File: src/rtl/sweep_counter_ctrl_pkg.sv
// Shared types and constants for the sweep counter controller and its counter core.
// The ST_* codes are the values presented on the debug state bus.
package sweep_pkg;

  localparam int W_DEF  = 4;
  localparam int NW_DEF = 4;

  localparam logic [1:0] ST_IDLE = 2'd0;
  localparam logic [1:0] ST_UP   = 2'd1;
  localparam logic [1:0] ST_DOWN = 2'd2;
  localparam logic [1:0] ST_DONE = 2'd3;

  typedef enum logic [1:0] {
    IDLE = ST_IDLE,
    UP   = ST_UP,
    DOWN = ST_DOWN,
    DONE = ST_DONE
  } sweep_state_e;

  // Even parity over the debug state code, for consumers that want a protected copy.
  function automatic logic state_parity(input logic [1:0] st);
    return ^st;
  endfunction

endpackage

File: src/rtl/sweep_counter_ctrl_core.sv
// W-bit loadable up/down counter. Load has priority over count enable.
module sweep_counter_core
  import sweep_pkg::*;
#(
  parameter int W = W_DEF
) (
  input  logic         clk_i,
  input  logic         rst_i,
  input  logic         load_i,
  input  logic [W-1:0] load_val_i,
  input  logic         en_i,
  input  logic         up_down_i,
  output logic [W-1:0] count_o
);

  logic [W-1:0] count_q;
  logic [W-1:0] count_d;

  // Next count: load, step in the requested direction, or hold.
  always_comb begin
    count_d = count_q;
    if (load_i) begin
      count_d = load_val_i;
    end else if (en_i) begin
      if (up_down_i) begin
        count_d = count_q + W'(1);
      end else begin
        count_d = count_q - W'(1);
      end
    end else begin
      count_d = count_q;
    end
  end

  // Counter register with synchronous reset.
  always_ff @(posedge clk_i) begin
    if (rst_i) begin
      count_q <= '0;
    end else begin
      count_q <= count_d;
    end
  end

  assign count_o = count_q;

endmodule

File: src/rtl/sweep_counter_ctrl.sv
// Triangular sweep sequencer: runs the counter core lo -> hi -> lo for N sweeps,
// then pulses done. Limits and sweep count are latched when a start is accepted.
module sweep_counter_ctrl
  import sweep_pkg::*;
#(
  parameter int W  = W_DEF,
  parameter int NW = NW_DEF
) (
  input  logic          clk_i,
  input  logic          rst_i,
  input  logic          start_i,
  input  logic          abort_i,
  input  logic          pause_i,
  input  logic [W-1:0]  lo_lim_i,
  input  logic [W-1:0]  hi_lim_i,
  input  logic [NW-1:0] n_sweeps_i,
  output logic [W-1:0]  count_o,
  output logic          up_down_o,
  output logic          busy_o,
  output logic          done_o,
  output logic          err_o,
  output logic [NW-1:0] sweeps_done_o,
  output logic [1:0]    dbg_state_o
);

  sweep_state_e  state_q;
  logic [W-1:0]  lo_q;
  logic [W-1:0]  hi_q;
  logic [NW-1:0] n_q;
  logic [NW-1:0] sweeps_done_q;
  logic          up_down_q;
  logic          busy_q;
  logic          done_q;
  logic          err_q;

  logic [W-1:0]  count_s;
  logic          start_req_s;
  logic          lim_bad_s;
  logic          run_s;
  logic          at_hi_s;
  logic          at_lo_s;
  logic          last_s;
  logic          load_s;
  logic [W-1:0]  load_val_s;
  logic          en_s;
  logic          dir_s;

  // Decode shared conditions and the counter-core controls for this cycle.
  always_comb begin
    start_req_s = start_i & ~abort_i;
    lim_bad_s   = (hi_lim_i <= lo_lim_i) || (n_sweeps_i == NW'(0));
    run_s       = ~abort_i & ~pause_i;
    at_hi_s     = (count_s == hi_q);
    at_lo_s     = (count_s == lo_q);
    last_s      = ((sweeps_done_q + NW'(1)) == n_q);
    load_s      = 1'b0;
    load_val_s  = lo_lim_i;
    en_s        = 1'b0;
    dir_s       = 1'b1;
    case (state_q)
      IDLE: begin
        if (start_req_s && !lim_bad_s) begin
          load_s = 1'b1;
        end else begin
          load_s = 1'b0;
        end
      end
      UP: begin
        if (run_s) begin
          en_s  = 1'b1;
          dir_s = ~at_hi_s;
        end else begin
          en_s = 1'b0;
        end
      end
      DOWN: begin
        // At lo the final sweep parks the count; otherwise it bounces upward.
        if (run_s) begin
          if (at_lo_s) begin
            en_s  = ~last_s;
            dir_s = 1'b1;
          end else begin
            en_s  = 1'b1;
            dir_s = 1'b0;
          end
        end else begin
          en_s = 1'b0;
        end
      end
      DONE: begin
        en_s = 1'b0;
      end
      default: begin
        en_s = 1'b0;
      end
    endcase
  end

  // Sequencer state and all registered status outputs.
  always_ff @(posedge clk_i) begin
    if (rst_i) begin
      state_q       <= IDLE;
      lo_q          <= '0;
      hi_q          <= '0;
      n_q           <= '0;
      sweeps_done_q <= '0;
      up_down_q     <= 1'b1;
      busy_q        <= 1'b0;
      done_q        <= 1'b0;
      err_q         <= 1'b0;
    end else begin
      done_q <= 1'b0;
      err_q  <= 1'b0;
      case (state_q)
        IDLE: begin
          if (start_req_s) begin
            if (lim_bad_s) begin
              err_q <= 1'b1;
            end else begin
              lo_q          <= lo_lim_i;
              hi_q          <= hi_lim_i;
              n_q           <= n_sweeps_i;
              sweeps_done_q <= '0;
              up_down_q     <= 1'b1;
              busy_q        <= 1'b1;
              state_q       <= UP;
            end
          end
        end
        UP: begin
          if (abort_i) begin
            busy_q  <= 1'b0;
            state_q <= IDLE;
          end else if (!pause_i && at_hi_s) begin
            up_down_q <= 1'b0;
            state_q   <= DOWN;
          end
        end
        DOWN: begin
          if (abort_i) begin
            busy_q  <= 1'b0;
            state_q <= IDLE;
          end else if (!pause_i && at_lo_s) begin
            sweeps_done_q <= sweeps_done_q + NW'(1);
            if (last_s) begin
              busy_q  <= 1'b0;
              done_q  <= 1'b1;
              state_q <= DONE;
            end else begin
              up_down_q <= 1'b1;
              state_q   <= UP;
            end
          end
        end
        DONE: begin
          state_q <= IDLE;
        end
        default: begin
          busy_q  <= 1'b0;
          state_q <= IDLE;
        end
      endcase
    end
  end

  sweep_counter_core #(
    .W (W)
  ) u_core (
    .clk_i      (clk_i),
    .rst_i      (rst_i),
    .load_i     (load_s),
    .load_val_i (load_val_s),
    .en_i       (en_s),
    .up_down_i  (dir_s),
    .count_o    (count_s)
  );

  assign count_o       = count_s;
  assign up_down_o     = up_down_q;
  assign busy_o        = busy_q;
  assign done_o        = done_q;
  assign err_o         = err_q;
  assign sweeps_done_o = sweeps_done_q;
  assign dbg_state_o   = state_q;

endmodule

File: config.mk
export PLATFORM = sky130hd
export DESIGN_NAME = sweep_counter_ctrl
export DESIGN_NICKNAME = d
export VERILOG_FILES = /design/src/rtl/sweep_counter_ctrl_pkg.sv /design/src/rtl/sweep_counter_ctrl_core.sv /design/src/rtl/sweep_counter_ctrl.sv
export SDC_FILE = /design/constraint.sdc
export NUM_CORES = 1
export LEC_CHECK = 0
export CORE_MARGIN = 8
export CORE_UTILIZATION = 45
export DETAILED_ROUTE_END_ITERATION = 7
export PLACE_DENSITY = 0.77
export SYNTH_ARGS = -nofsm -noshare
export SYNTH_HDL_FRONTEND = slang
export SYNTH_SLANG_ARGS = --single-unit
File: constraint.sdc
create_clock -name clk_i -period 8.4 [get_ports clk_i]
set_input_delay 1.68 -clock clk_i [delete_from_list [all_inputs] [get_ports clk_i]]
set_output_delay 1.68 -clock clk_i [all_outputs]
set_load 0.02 [all_outputs]
==> load_flow_metrics.sql, run 1 <==
INSERT INTO impl_metrics (metric_group, metric, value, unit) VALUES
('clock_tree', 'holdBufCountCts', '0', ''),
('synth', 'count_of_flip_flops_with_a_built_in_enable_after_synthesis', '0', ''),
('detailed_routing', 'drt_wl_total', '3.697', 'mm'),
('placement', 'gp_routability_congestion', '0.8627', ''),
('critical_path', 'crit_type', 'in -> reg', ''),
('placement', 'dp_worst_setup_slack', '3.743', 'ns'),
('power_and_ir_drop', 'max-vdd-ir-drop', '65.63', 'uV'),
('sta', 'max_slew.worst_pin.slew', '0.9833', 'ns'),
('clock_tree', 'cts_root_buf', 'clkbuf_4', ''),
('critical_path', 'worst-endpoint-arrival', '4.58', 'ns'),
('synth', 'ys_seq_area_share', '32.17', '%'),
('clock_tree', 'postCtsSetupRepairBufs', '0', ''),
('synth', 'synth_nets', '226', ''),
('synth', 'syn-instance-count', '196', ''),
('clock_tree', 'cts-root-to-sink-buffers', '2', ''),
('critical_path', 'worstPathRequired', '8.63', 'ns'),
('placement', 'count_of_port_buffers_added_during_placement', '30', ''),
('clock_tree', 'cts_max_level', '1', ''),
('critical_path', 'crit_path_max_fanout', '6', ''),
('cells_and_area', 'final.fill_count', '330', ''),
('die', 'die_width', '75.96', 'um'),
('sta', 'setup_slack', '4.049', 'ns'),
('clock_tree', 'ctsResizeCount', '0', ''),
('placement', 'dpl.hpwl', '2.929', 'mm'),
('power_and_ir_drop', 'report.power.total', '307.3', 'uW'),
('detailed_routing', 'wl_per_cell', '13.64', 'um'),
('synth', 'post_synth.cell_area_avg', '8.254', 'um^2'),
('detailed_routing', 'routed_via_density', '5.373', ''),
('synth', 'async_flop_share', '0', '%'),
('cells_and_area', 'fin_cells', '271', ''),
('die', 'design.core.area', '3390', 'um^2'),
('die', 'floorplan.initialDensity', '47.73', '%'),
('synth', 'synth-warning-count', '0', ''),
('grt', 'grt_pass1_vias', '1466', ''),
('synth', 'synthDistinctLibCells', '46', ''),
('sta', 'final.min_clock_period', '4.351', 'ns'),
('clock_tree', 'worst_skew_pair.late_latency', '0.32', 'ns'),
('detailed_routing', 'num_vias', '1456', ''),
('placement', 'place_inst', '267', ''),
('sta', 'min_period_over_period', '51.80', '%'),
('clock_tree', 'cts_made_buffers', '3', ''),
('grt', 'globalRouteTotalUtil', '13.08', '%'),
('grt', 'gr_overflow_total', '0', ''),
('die', 'num_rows', '21', ''),
('cells_and_area', 'layout-area-overhead-vs-synth', '23.20', '%'),
('detailed_routing', 'drt_pass1_iterations', '4', ''),
('die', 'die_h', '75.96', 'um'),
('grt', 'grt_pass1_wl', '6.527', 'mm'),
('grt', 'antenna_found_initial', '0', ''),
('clock_tree', 'tritoncts', 'done', ''),
('sta', 'unrepaired_setup_endpoints_after_global_routing', 'no', ''),
('min_path', 'min_path_type', 'reg -> reg', ''),
('cells_and_area', 'final_layout_size_suffix_gt1_share', '4.889', '%'),
('synth', 'dominantRegCellSynth', 'dfxtp_1', ''),
('detailed_routing', 'final_antenna_net_count', '0', ''),
('detailed_routing', 'detail_route.iter0.violations', '129', ''),
('sta', 'final-max-slew-violation-count', '0', ''),
('run_status', 'run_status', 'finished clean', ''),
('cells_and_area', 'fin_nets', '256', ''),
('grt', 'grt_start_max_net_pins', '27', ''),
('power_and_ir_drop', 'pwr_density_cell', '154.2', 'nW/um^2'),
('clock_tree', 'clk_pin_slew', '0.14', 'ns'),
('power_and_ir_drop', 'static-leakage-power', '0.0007868', 'uW'),
('sta', 'worst_slew_margin_rel', '34.24', '%'),
('synth', 'postSynthRegisterBits', '26', ''),
('sta', 'setup_violations', '0', ''),
('die', 'io_pins', '31', ''),
('clock_tree', 'numClockSinks', '26', ''),
('run', 'cap_violations', '0', ''),
('synth', 'syn_area', '1618', 'um^2'),
('die', 'die_area', '5770', 'um^2'),
('cells_and_area', 'n_antenna_cell', '0', ''),
('sta', 'maxClockFrequency', '0.2298', 'GHz'),
('critical_path', 'setup.worst_path.start_class', 'primary input', ''),
('cells_and_area', 'final_core_density', '58.80', '%'),
('sta', 'timing_hold_violations_final', '0', ''),
('detailed_routing', 'drt_drc_violations_left', '0', ''),
('sta', 'totalNegativeSetupSlack', '0', 'ns'),
('critical_path', 'worstSetupEndpointType', 'register', ''),
('sta', 'clock_skew', '0.005714', 'ns');
-- state kept, by name, summed over array words and instances (netlist names) --
| name | cells |
|---|---|
| lo_q | 4 |
| u_core.count_o | 4 |
| err_o | 1 |
| hi_q | 4 |
| busy_o | 1 |
| done_o | 1 |
| sweeps_done_o | 4 |
| dbg_state_o | 2 |
| up_down_o | 1 |
| n_q | 4 |
-- worst paths after layout --
check                                        end  cells after the start  slack, ns                      startpoint
setup reg to reg  u_core.count_o[3]$_SDFFE_PP0P_                     12       5.23  u_core.count_o[0]$_SDFFE_PP0P_
hold / removal               n_q[1]$_SDFFE_PP0P_                      2       0.47             n_q[1]$_SDFFE_PP0P_
hold reg to reg              n_q[1]$_SDFFE_PP0P_                      2       0.47             n_q[1]$_SDFFE_PP0P_
setup / recovery  u_core.count_o[3]$_SDFFE_PP0P_                     14       4.05                         abort_i
-- kinds of logic (layout without fill, tap and decap cells) --
logic type | count (synthesis) | after routing | share of synthesized area (%)
adder cells (fa/ha/maj) | 13 | 13 | 10.52
AND/OR/NAND/NOR | 64 | 64 | 19.33
buffers and inverters | 20 | 49 | 4.640
AO/OA/AOI/OAI | 56 | 56 | 23.05
multiplexers | 2 | 2 | 1.237
XOR/XNOR | 15 | 15 | 9.049
flip-flops | 26 | 26 | 32.17
-- placed cells by master, fill, tap and decap left out, types with 2 or more instances in the layout --
cell type        instances
mux2i_1                  2
a21o_1                   2
clkbuf_4                 3
nand4_1                  4
nand3_1                  3
o21ai_0                  6
o211ai_1                 2
and3_1                   2
a32o_1                   2
nor3_1                   3
ha_1                    12
or4_1                    2
dfxtp_1                 26
nand2_1                 32
a31oi_1                  2
a21oi_1                 22
clkdlybuf4s50_1         30
nor2_1                   8
a311oi_1                 2
xor2_1                   5
or2_2                    2
a211oi_1                 3
o21a_1                   2
xnor2_1                  9
inv_1                   15
nor2b_1                  3
-- layout make-up --
cell class,count,area (um^2),area share (%)
Tap cell,46,57.56,2.888
Sequential cell,26,520.5,26.11
Clock buffer,4,36.28,1.820
Multi-Input combinational cell,150,1022,51.29
Timing Repair Buffer,30,300.3,15.07
Inverter,15,56.30,2.825
-- critical path, stage by stage --
cell and delay (ns):
clkdlybuf4s50_1 0.49, nor2_1 0.22, nand2_1 0.12, nor2_1 0.11
nor2_1 0.04, or2_2 0.29, inv_1 0.10, ha_1 0.24
a21o_1 0.18, a21oi_1 0.23, or3_2 0.16, a21oi_1 0.07
or4_1 0.40, a311oi_1 0.25
-- routing by layer --
| metal | up-vias | track usage (%) | wire length, um |
|---|---|---|---|
| li1 | 755 | - | - |
| met4 | 0 | 5.098 | 34 |
| met1 | 671 | 16.14 | 1781 |
| met3 | 2 | 2.123 | 121 |
| met5 | - | 0 | 0 |
| met2 | 28 | 21.94 | 1759 |
-- synth_stat cells (all sizes together) (4+ instances only) --
library cell | number | area, um^2
nand4 | 4 | 25.02
nand2 | 32 | 120.1
xnor2 | 9 | 78.83
o21ai | 6 | 30.03
clkbuf | 4 | 15.01
ha | 12 | 150.1
a21oi | 22 | 110.1
nor2 | 8 | 30.03
inv | 15 | 56.30
dfxtp | 26 | 520.5
xor2 | 5 | 43.79
-- stage by stage --
step                instance area [um^2]  hold WS [ns]
global placement                    1957        0.4556
CTS                                 1993        0.4770
finish                              1993        0.4745
global route                        1993        0.4964
floorplan                           1618        0.4478
detailed placement                  1957        0.4584
-- where the power goes --
group / leakage, uW / switching, uW / internal [uW] / total (uW)
clock network: 0.0000210 / 36.8 / 26.5 / 63.3
registers: 0.000211 / 6.60 / 131 / 137
logic: 0.000555 / 58.4 / 48.2 / 107
total: 0.000787 / 102 / 205 / 307
Power figures use the tool's default switching activity.
==> run 2: changes to the inputs <==
Clock period 8.4 ns to 4.1 ns, I/O delays scaled along.
==> load_flow_metrics.sql, run 2 (synthesis gave the netlist of run 1 again) <==
INSERT INTO impl_metrics (metric_group, metric, value, unit) VALUES
('power_and_ir_drop', 'share_seq_of_total_power', '44.7', '%'),
('critical_path', 'crit_path_cell_trace', 'clkdlybuf4s50_1 -> nor2_1 -> nand2_1 -> nor2_1 -> nor2_1 -> or2_2 -> inv_1 -> ha_1 -> a21o_1 -> a21oi_1 -> o311ai_1 -> or4_1 -> a311oi_1', ''),
('die', 'die_h', '75.96', 'um'),
('cells_and_area', 'fin_nets', '256', ''),
('sta', 'totalNegativeSetupSlack', '0', 'ns'),
('clock_tree', 'postCtsSetupRepairBufs', '0', ''),
('sta', 'timing_hold_violations_final', '0', ''),
('sta', 'setup_violations', '0', ''),
('grt', 'grt_pass1_wl', '6.637', 'mm'),
('die', 'floorplan.initialDensity', '47.73', '%'),
('clock_tree', 'holdBufCountCts', '0', ''),
('sta', 'maxClockFrequency', '0.2895', 'GHz'),
('critical_path', 'setup.worst_path.start_class', 'primary input', ''),
('detailed_routing', 'routed_via_density', '5.432', ''),
('critical_path', 'worstPathRequired', '4.33', 'ns'),
('critical_path', 'crit_path_max_fanout', '6', ''),
('grt', 'globalRouteTotalUtil', '13.18', '%'),
('cells_and_area', 'final_core_density', '58.80', '%'),
('sta', 'final.min_clock_period', '3.454', 'ns'),
('detailed_routing', 'detail_route.iter0.violations', '86', ''),
('clock_tree', 'tritoncts', 'done', ''),
('run_status', 'run_status', 'finished clean', ''),
('critical_path', 'cpMostUsedCell', 'nor2_1', ''),
('grt', 'grt_pass1_vias', '1449', ''),
('critical_path', 'critical-path-top-delay-family', 'simple AND/OR/NAND/NOR gates', ''),
('run', 'cap_violations', '0', ''),
('detailed_routing', 'drt_pass1_iterations', '4', ''),
('sta', 'final-max-slew-violation-count', '0', ''),
('detailed_routing', 'final_antenna_net_count', '0', ''),
('power_and_ir_drop', 'pwr_density_cell', '315.5', 'nW/um^2'),
('die', 'io_pins', '31', ''),
('clock_tree', 'ctsResizeCount', '0', ''),
('critical_path', 'crit_type', 'in -> reg', ''),
('cells_and_area', 'final_common_cell', 'nand2_1', ''),
('grt', 'antenna_found_initial', '0', ''),
('clock_tree', 'cts-root-to-sink-buffers', '2', ''),
('grt', 'grt_start_max_net_pins', '27', ''),
('power_and_ir_drop', 'share_of_power_burned_in_the_clock_network', '20.5', '%'),
('power_and_ir_drop', 'static-leakage-power', '0.0007868', 'uW'),
('detailed_routing', 'wl_per_cell', '13.61', 'um'),
('clock_tree', 'numClockSinks', '26', ''),
('sta', 'worst_slew_margin_rel', '35.19', '%'),
('power_and_ir_drop', 'switching_share', '32.94', '%'),
('placement', 'place_area', '1957', 'um^2'),
('critical_path', 'worstSetupEndpointType', 'register', ''),
('sta', 'min_period_over_period', '84.25', '%'),
('placement', 'count_of_port_buffers_added_during_placement', '30', ''),
('cells_and_area', 'mostFrequentLayoutCells', 'nand2_1 (32), clkdlybuf4s50_1 (30), dfxtp_1 (26)', ''),
('die', 'design.core.area', '3390', 'um^2'),
('cells_and_area', 'n_antenna_cell', '0', ''),
('sta', 'clock_skew', '0.006969', 'ns'),
('placement', 'gp_routability_congestion', '0.8629', ''),
('cells_and_area', 'layout-area-overhead-vs-synth', '23.20', '%'),
('detailed_routing', 'num_vias', '1472', ''),
('cells_and_area', 'final_layout_size_suffix_gt1_share', '4.889', '%'),
('grt', 'gr_overflow_total', '0', ''),
('clock_tree', 'cts_max_level', '1', ''),
('cells_and_area', 'final_area', '1993', 'um^2'),
('clock_tree', 'clk_pin_slew', '0.14', 'ns'),
('detailed_routing', 'drt_wl_total', '3.687', 'mm'),
('power_and_ir_drop', 'gate_power_share', '34.8', '%'),
('power_and_ir_drop', 'max-vdd-ir-drop', '132.7', 'uV'),
('die', 'die_area', '5770', 'um^2'),
('clock_tree', 'cts_root_buf', 'clkbuf_4', ''),
('detailed_routing', 'drt_drc_violations_left', '0', ''),
('cells_and_area', 'final.fill_count', '325', ''),
('die', 'die_width', '75.96', 'um'),
('critical_path', 'critical_path_buf_inv_count', '2', ''),
('critical_path', 'worst-endpoint-arrival', '3.68', 'ns'),
('sta', 'unrepaired_setup_endpoints_after_global_routing', 'no', ''),
('clock_tree', 'cts_made_buffers', '3', ''),
('clock_tree', 'worst_skew_pair.late_latency', '0.31', 'ns'),
('sta', 'max_slew.worst_pin.slew', '0.9691', 'ns'),
('power_and_ir_drop', 'internal_power', '421.6', 'uW'),
('placement', 'dpl.hpwl', '2.918', 'mm'),
('critical_path', 'critical_path.max_stage_delay', '0.49', 'ns'),
('power_and_ir_drop', 'power_switching', '207.1', 'uW'),
('min_path', 'min_path_type', 'reg -> reg', ''),
('die', 'num_rows', '21', ''),
('critical_path', 'slowest_stage', 'clkdlybuf4s50_1', '');
## run 2: cell counts in the layout (fill, tap and decap cells not counted)
No cell type changed its count.
## run 2: worst register-to-register path, cell delays in order, from the launching register on
cell and delay (ns):
dfxtp_1 0.43, inv_1 0.10, ha_1 0.36, nand2_1 0.11, nor2_1 0.11, nor2_1 0.04, or2_2 0.30, inv_1 0.08
ha_1 0.22, a21o_1 0.17, a21oi_1 0.22, o311ai_1 0.16, or4_1 0.48, a311oi_1 0.25
## run 2: worst paths after layout
| path | start | to | slack (ns) | depth (start not counted) |
|---|---|---|---|---|
| setup reg to reg | dbg_state_o[0]$_SDFFE_PP0P_ | u_core.count_o[3]$_SDFFE_PP0P_ | 0.98 | 13 |
| hold / removal | n_q[1]$_SDFFE_PP0P_ | n_q[1]$_SDFFE_PP0P_ | 0.47 | 2 |
| setup / recovery | abort_i | u_core.count_o[3]$_SDFFE_PP0P_ | 0.65 | 13 |
| hold reg to reg | n_q[1]$_SDFFE_PP0P_ | n_q[1]$_SDFFE_PP0P_ | 0.47 | 2 |
## run 2: through the flow
step / std cells / power (uW) / hold slack [ns] / setup slack [ns]
floorplan: 196 / 433.0 / 0.4478 / 1.070
global placement: 267 / 499.2 / 0.4557 / 0.4030
detailed placement: 267 / 504.2 / 0.4584 / 0.3420
CTS: 271 / 632.6 / 0.4773 / 0.6692
global route: 271 / 670.0 / 0.4964 / 0.3950
finish: 271 / 628.7 / 0.4748 / 0.6458
## run 2: layout make-up
class	count	area [um^2]	share of cell area, %
Sequential cell	26	520.5	26.11
Multi-Input combinational cell	150	1022	51.29
Timing Repair Buffer	30	300.3	15.07
Tap cell	46	57.56	2.888
Clock buffer	4	36.28	1.820
Inverter	15	56.30	2.825
## run 2: metal layers
metal / GRT usage (%) / up-vias / wire, um
li1: - / 750 / -
met1: 16.62 / 681 / 1672
met2: 21.85 / 39 / 1773
met3: 2.358 / 2 / 206
met4: 4.314 / 0 / 34
met5: 0 / - / 0
## run 2: power groups by stage
| stage | Combinational (uW) | Clock (uW) | Sequential (uW) |
|---|---|---|---|
| finish | 219 | 129 | 281 |
| global route | 245 | 141 | 284 |
| CTS | 218 | 133 | 281 |
| detailed placement | 217 | 0 | 287 |
| global placement | 212 | 0 | 287 |
| floorplan | 136 | 0 | 297 |
==> run 3: changes to the inputs <==
Clock period 4.1 ns to 3.2 ns, I/O delays scaled along.
==> load_flow_metrics.sql, run 3 (synthesis gave the netlist of run 1 again) <==
INSERT INTO impl_metrics (metric_group, metric, value, unit) VALUES
('min_path', 'hold-path-endpoint', 'lo_q[2]$_SDFFE_PP0P_', ''),
('sta', 'min_period_over_period', '94.83', '%'),
('die', 'io_pins', '31', ''),
('critical_path', 'timing.reg2reg.worst_path_depth', '12', ''),
('min_path', 'hold_path.startpoint', 'lo_q[2]$_SDFFE_PP0P_', ''),
('detailed_routing', 'num_vias', '1529', ''),
('placement', 'dpl.hpwl', '3.217', 'mm'),
('cells_and_area', 'final_core_density', '63.09', '%'),
('run', 'cap_violations', '0', ''),
('critical_path', 'crit_type', 'in -> reg', ''),
('min_path', 'min_path_type', 'reg -> reg', ''),
('grt', 'gr_overflow_total', '0', ''),
('critical_path', 'crit_path_max_fanout', '3', ''),
('sta', 'worst_slew_margin_rel', '58.50', '%'),
('min_path', 'hold_depth', '2', ''),
('sta', 'unrepaired_setup_endpoints_after_global_routing', 'no', ''),
('detailed_routing', 'routed_via_density', '5.291', ''),
('placement', 'place_inst', '285', ''),
('grt', 'grt_pass1_vias', '1533', ''),
('clock_tree', 'cts_root_buf', 'clkbuf_4', ''),
('sta', 'final.min_clock_period', '3.035', 'ns'),
('cells_and_area', 'n_antenna_cell', '0', ''),
('die', 'die_area', '5770', 'um^2'),
('critical_path', 'critical_path.startpoint', 'abort_i', ''),
('detailed_routing', 'detail_route.iter0.violations', '53', ''),
('cells_and_area', 'final_common_cell', 'nand2_1', ''),
('cells_and_area', 'fin_nets', '274', ''),
('detailed_routing', 'drt_pass1_iterations', '4', ''),
('clock_tree', 'tritoncts', 'done', ''),
('grt', 'globalRouteTotalUtil', '13.84', '%'),
('power_and_ir_drop', 'pwr_density_cell', '403.2', 'nW/um^2'),
('sta', 'maxClockFrequency', '0.3295', 'GHz'),
('die', 'die_width', '75.96', 'um'),
('clock_tree', 'cts_made_buffers', '3', ''),
('placement', 'dp_worst_setup_slack', '-0.2951', 'ns'),
('cells_and_area', 'final_layout_size_suffix_gt1_share', '13.17', '%'),
('clock_tree', 'numClockSinks', '26', ''),
('clock_tree', 'postCtsSetupRepairBufs', '0', ''),
('detailed_routing', 'drt_drc_violations_left', '0', ''),
('grt', 'antenna_found_initial', '0', ''),
('placement', 'gp_routability_congestion', '0.8556', ''),
('power_and_ir_drop', 'static-leakage-power', '0.0008853', 'uW'),
('die', 'die_h', '75.96', 'um'),
('die', 'num_rows', '21', ''),
('power_and_ir_drop', 'report.power.total', '862.1', 'uW'),
('critical_path', 'setup.worst_path.start_class', 'primary input', ''),
('detailed_routing', 'final_antenna_net_count', '0', ''),
('sta', 'setup_violations', '0', ''),
('clock_tree', 'holdBufCountCts', '0', ''),
('detailed_routing', 'wl_per_cell', '13.72', 'um'),
('critical_path', 'worstPathRequired', '3.43', 'ns'),
('critical_path', 'crit-reg2reg-capture', 'u_core.count_o[3]$_SDFFE_PP0P_', ''),
('critical_path', 'r2r_setup_slack', '0.24', 'ns'),
('critical_path', 'worstSetupEndpointType', 'register', ''),
('power_and_ir_drop', 'max-vdd-ir-drop', '190.8', 'uV'),
('cells_and_area', 'layout-area-overhead-vs-synth', '32.17', '%'),
('cells_and_area', 'fin_cells', '289', ''),
('grt', 'grt_pass1_wl', '6.893', 'mm'),
('detailed_routing', 'drt_wl_total', '3.965', 'mm'),
('cells_and_area', 'mostFrequentLayoutCells', 'nand2_1 (32), clkdlybuf4s50_1 (29), dfxtp_1 (25)', ''),
('critical_path', 'reg2reg_from', 'dbg_state_o[1]$_SDFFE_PP0P_', ''),
('clock_tree', 'clk_pin_slew', '0.14', 'ns'),
('grt', 'grt_start_max_net_pins', '19', ''),
('sta', 'setup_slack', '0.1653', 'ns'),
('clock_tree', 'cts-root-to-sink-buffers', '2', ''),
('sta', 'clock_skew', '0.002497', 'ns'),
('clock_tree', 'worst_skew_pair.late_latency', '0.31', 'ns'),
('die', 'design.core.area', '3390', 'um^2'),
('sta', 'final-max-slew-violation-count', '0', ''),
('clock_tree', 'cts_max_level', '1', ''),
('run_status', 'run_status', 'finished clean', ''),
('critical_path', 'worst-endpoint-arrival', '3.27', 'ns'),
('sta', 'totalNegativeSetupSlack', '0', 'ns'),
('placement', 'count_of_port_buffers_added_during_placement', '30', ''),
('sta', 'timing_hold_violations_final', '0', ''),
('sta', 'max_slew.worst_pin.slew', '0.6205', 'ns'),
('die', 'floorplan.initialDensity', '47.73', '%');
## run 3: per-stage QoR
stage / hold WS (ns) / instance area (um^2)
CTS: 0.4776 / 2128
global route: 0.5041 / 2138
detailed placement: 0.4586 / 2092
finish: 0.4747 / 2138
global placement: 0.4576 / 2092
floorplan: 0.4478 / 1618
## run 3: final cells by class
class                           count  area [um^2]
Multi-Input combinational cell    150         1028
Fill cell                         320         1251
Clock buffer                        4        36.28
Inverter                           15        56.30
Timing Repair Buffer               48        437.9
Tap cell                           46        57.56
Sequential cell                    26        521.8
## run 3: routing by layer
metal	global-route usage [%]	routed length [um]	share of wire (%)
met1	16.55	1818	46
met2	23.82	1988	50
met3	2.712	124	3.1
met4	4.706	34	0.86
met5	0	0	0
## run 3: worst max path at each step
stage / end / slack, ns / cells after the start
after floorplan: u_core.count_o[3]$_SDFFE_PP0P_ / 0.22 / 13
after global placement: u_core.count_o[3]$_SDFFE_PP0P_ / -0.17 / 13
after detailed placement: u_core.count_o[3]$_SDFFE_PP0P_ / -0.30 / 13
after CTS: u_core.count_o[3]$_SDFFE_PP0P_ / 0.04 / 13
after global routing: u_core.count_o[3]$_SDFFE_PP0P_ / 0.04 / 13
final: u_core.count_o[3]$_SDFFE_PP0P_ / 0.17 / 13
## run 3: worst max-delay path, cell delays in order
cell             delay (ns)
clkdlybuf4s50_1        0.47
nor2_2                 0.15
nand2_1                0.08
nor2_1                 0.11
nor2_1                 0.04
or2_2                  0.28
inv_1                  0.08
ha_1                   0.22
a21o_1                 0.18
a21oi_2                0.18
o311ai_1               0.14
or4_1                  0.48
a311oi_1               0.22
## run 3: what timing repair did
item / 4_1_cts / 5_1_grt
hold endpoints to repair: 0 / 0
gates resized for setup: 0 / 4
endpoints found under the setup margin: 0 / 1
## run 3: report_power, final
group / leakage, uW / internal, uW / total [uW] / switching [uW]
Clock: 0.0000210 / 69.5 / 166 / 96.3
Sequential: 0.000211 / 343 / 357 / 13.4
Combinational: 0.000653 / 168 / 340 / 171
Total: 0.000885 / 581 / 862 / 281
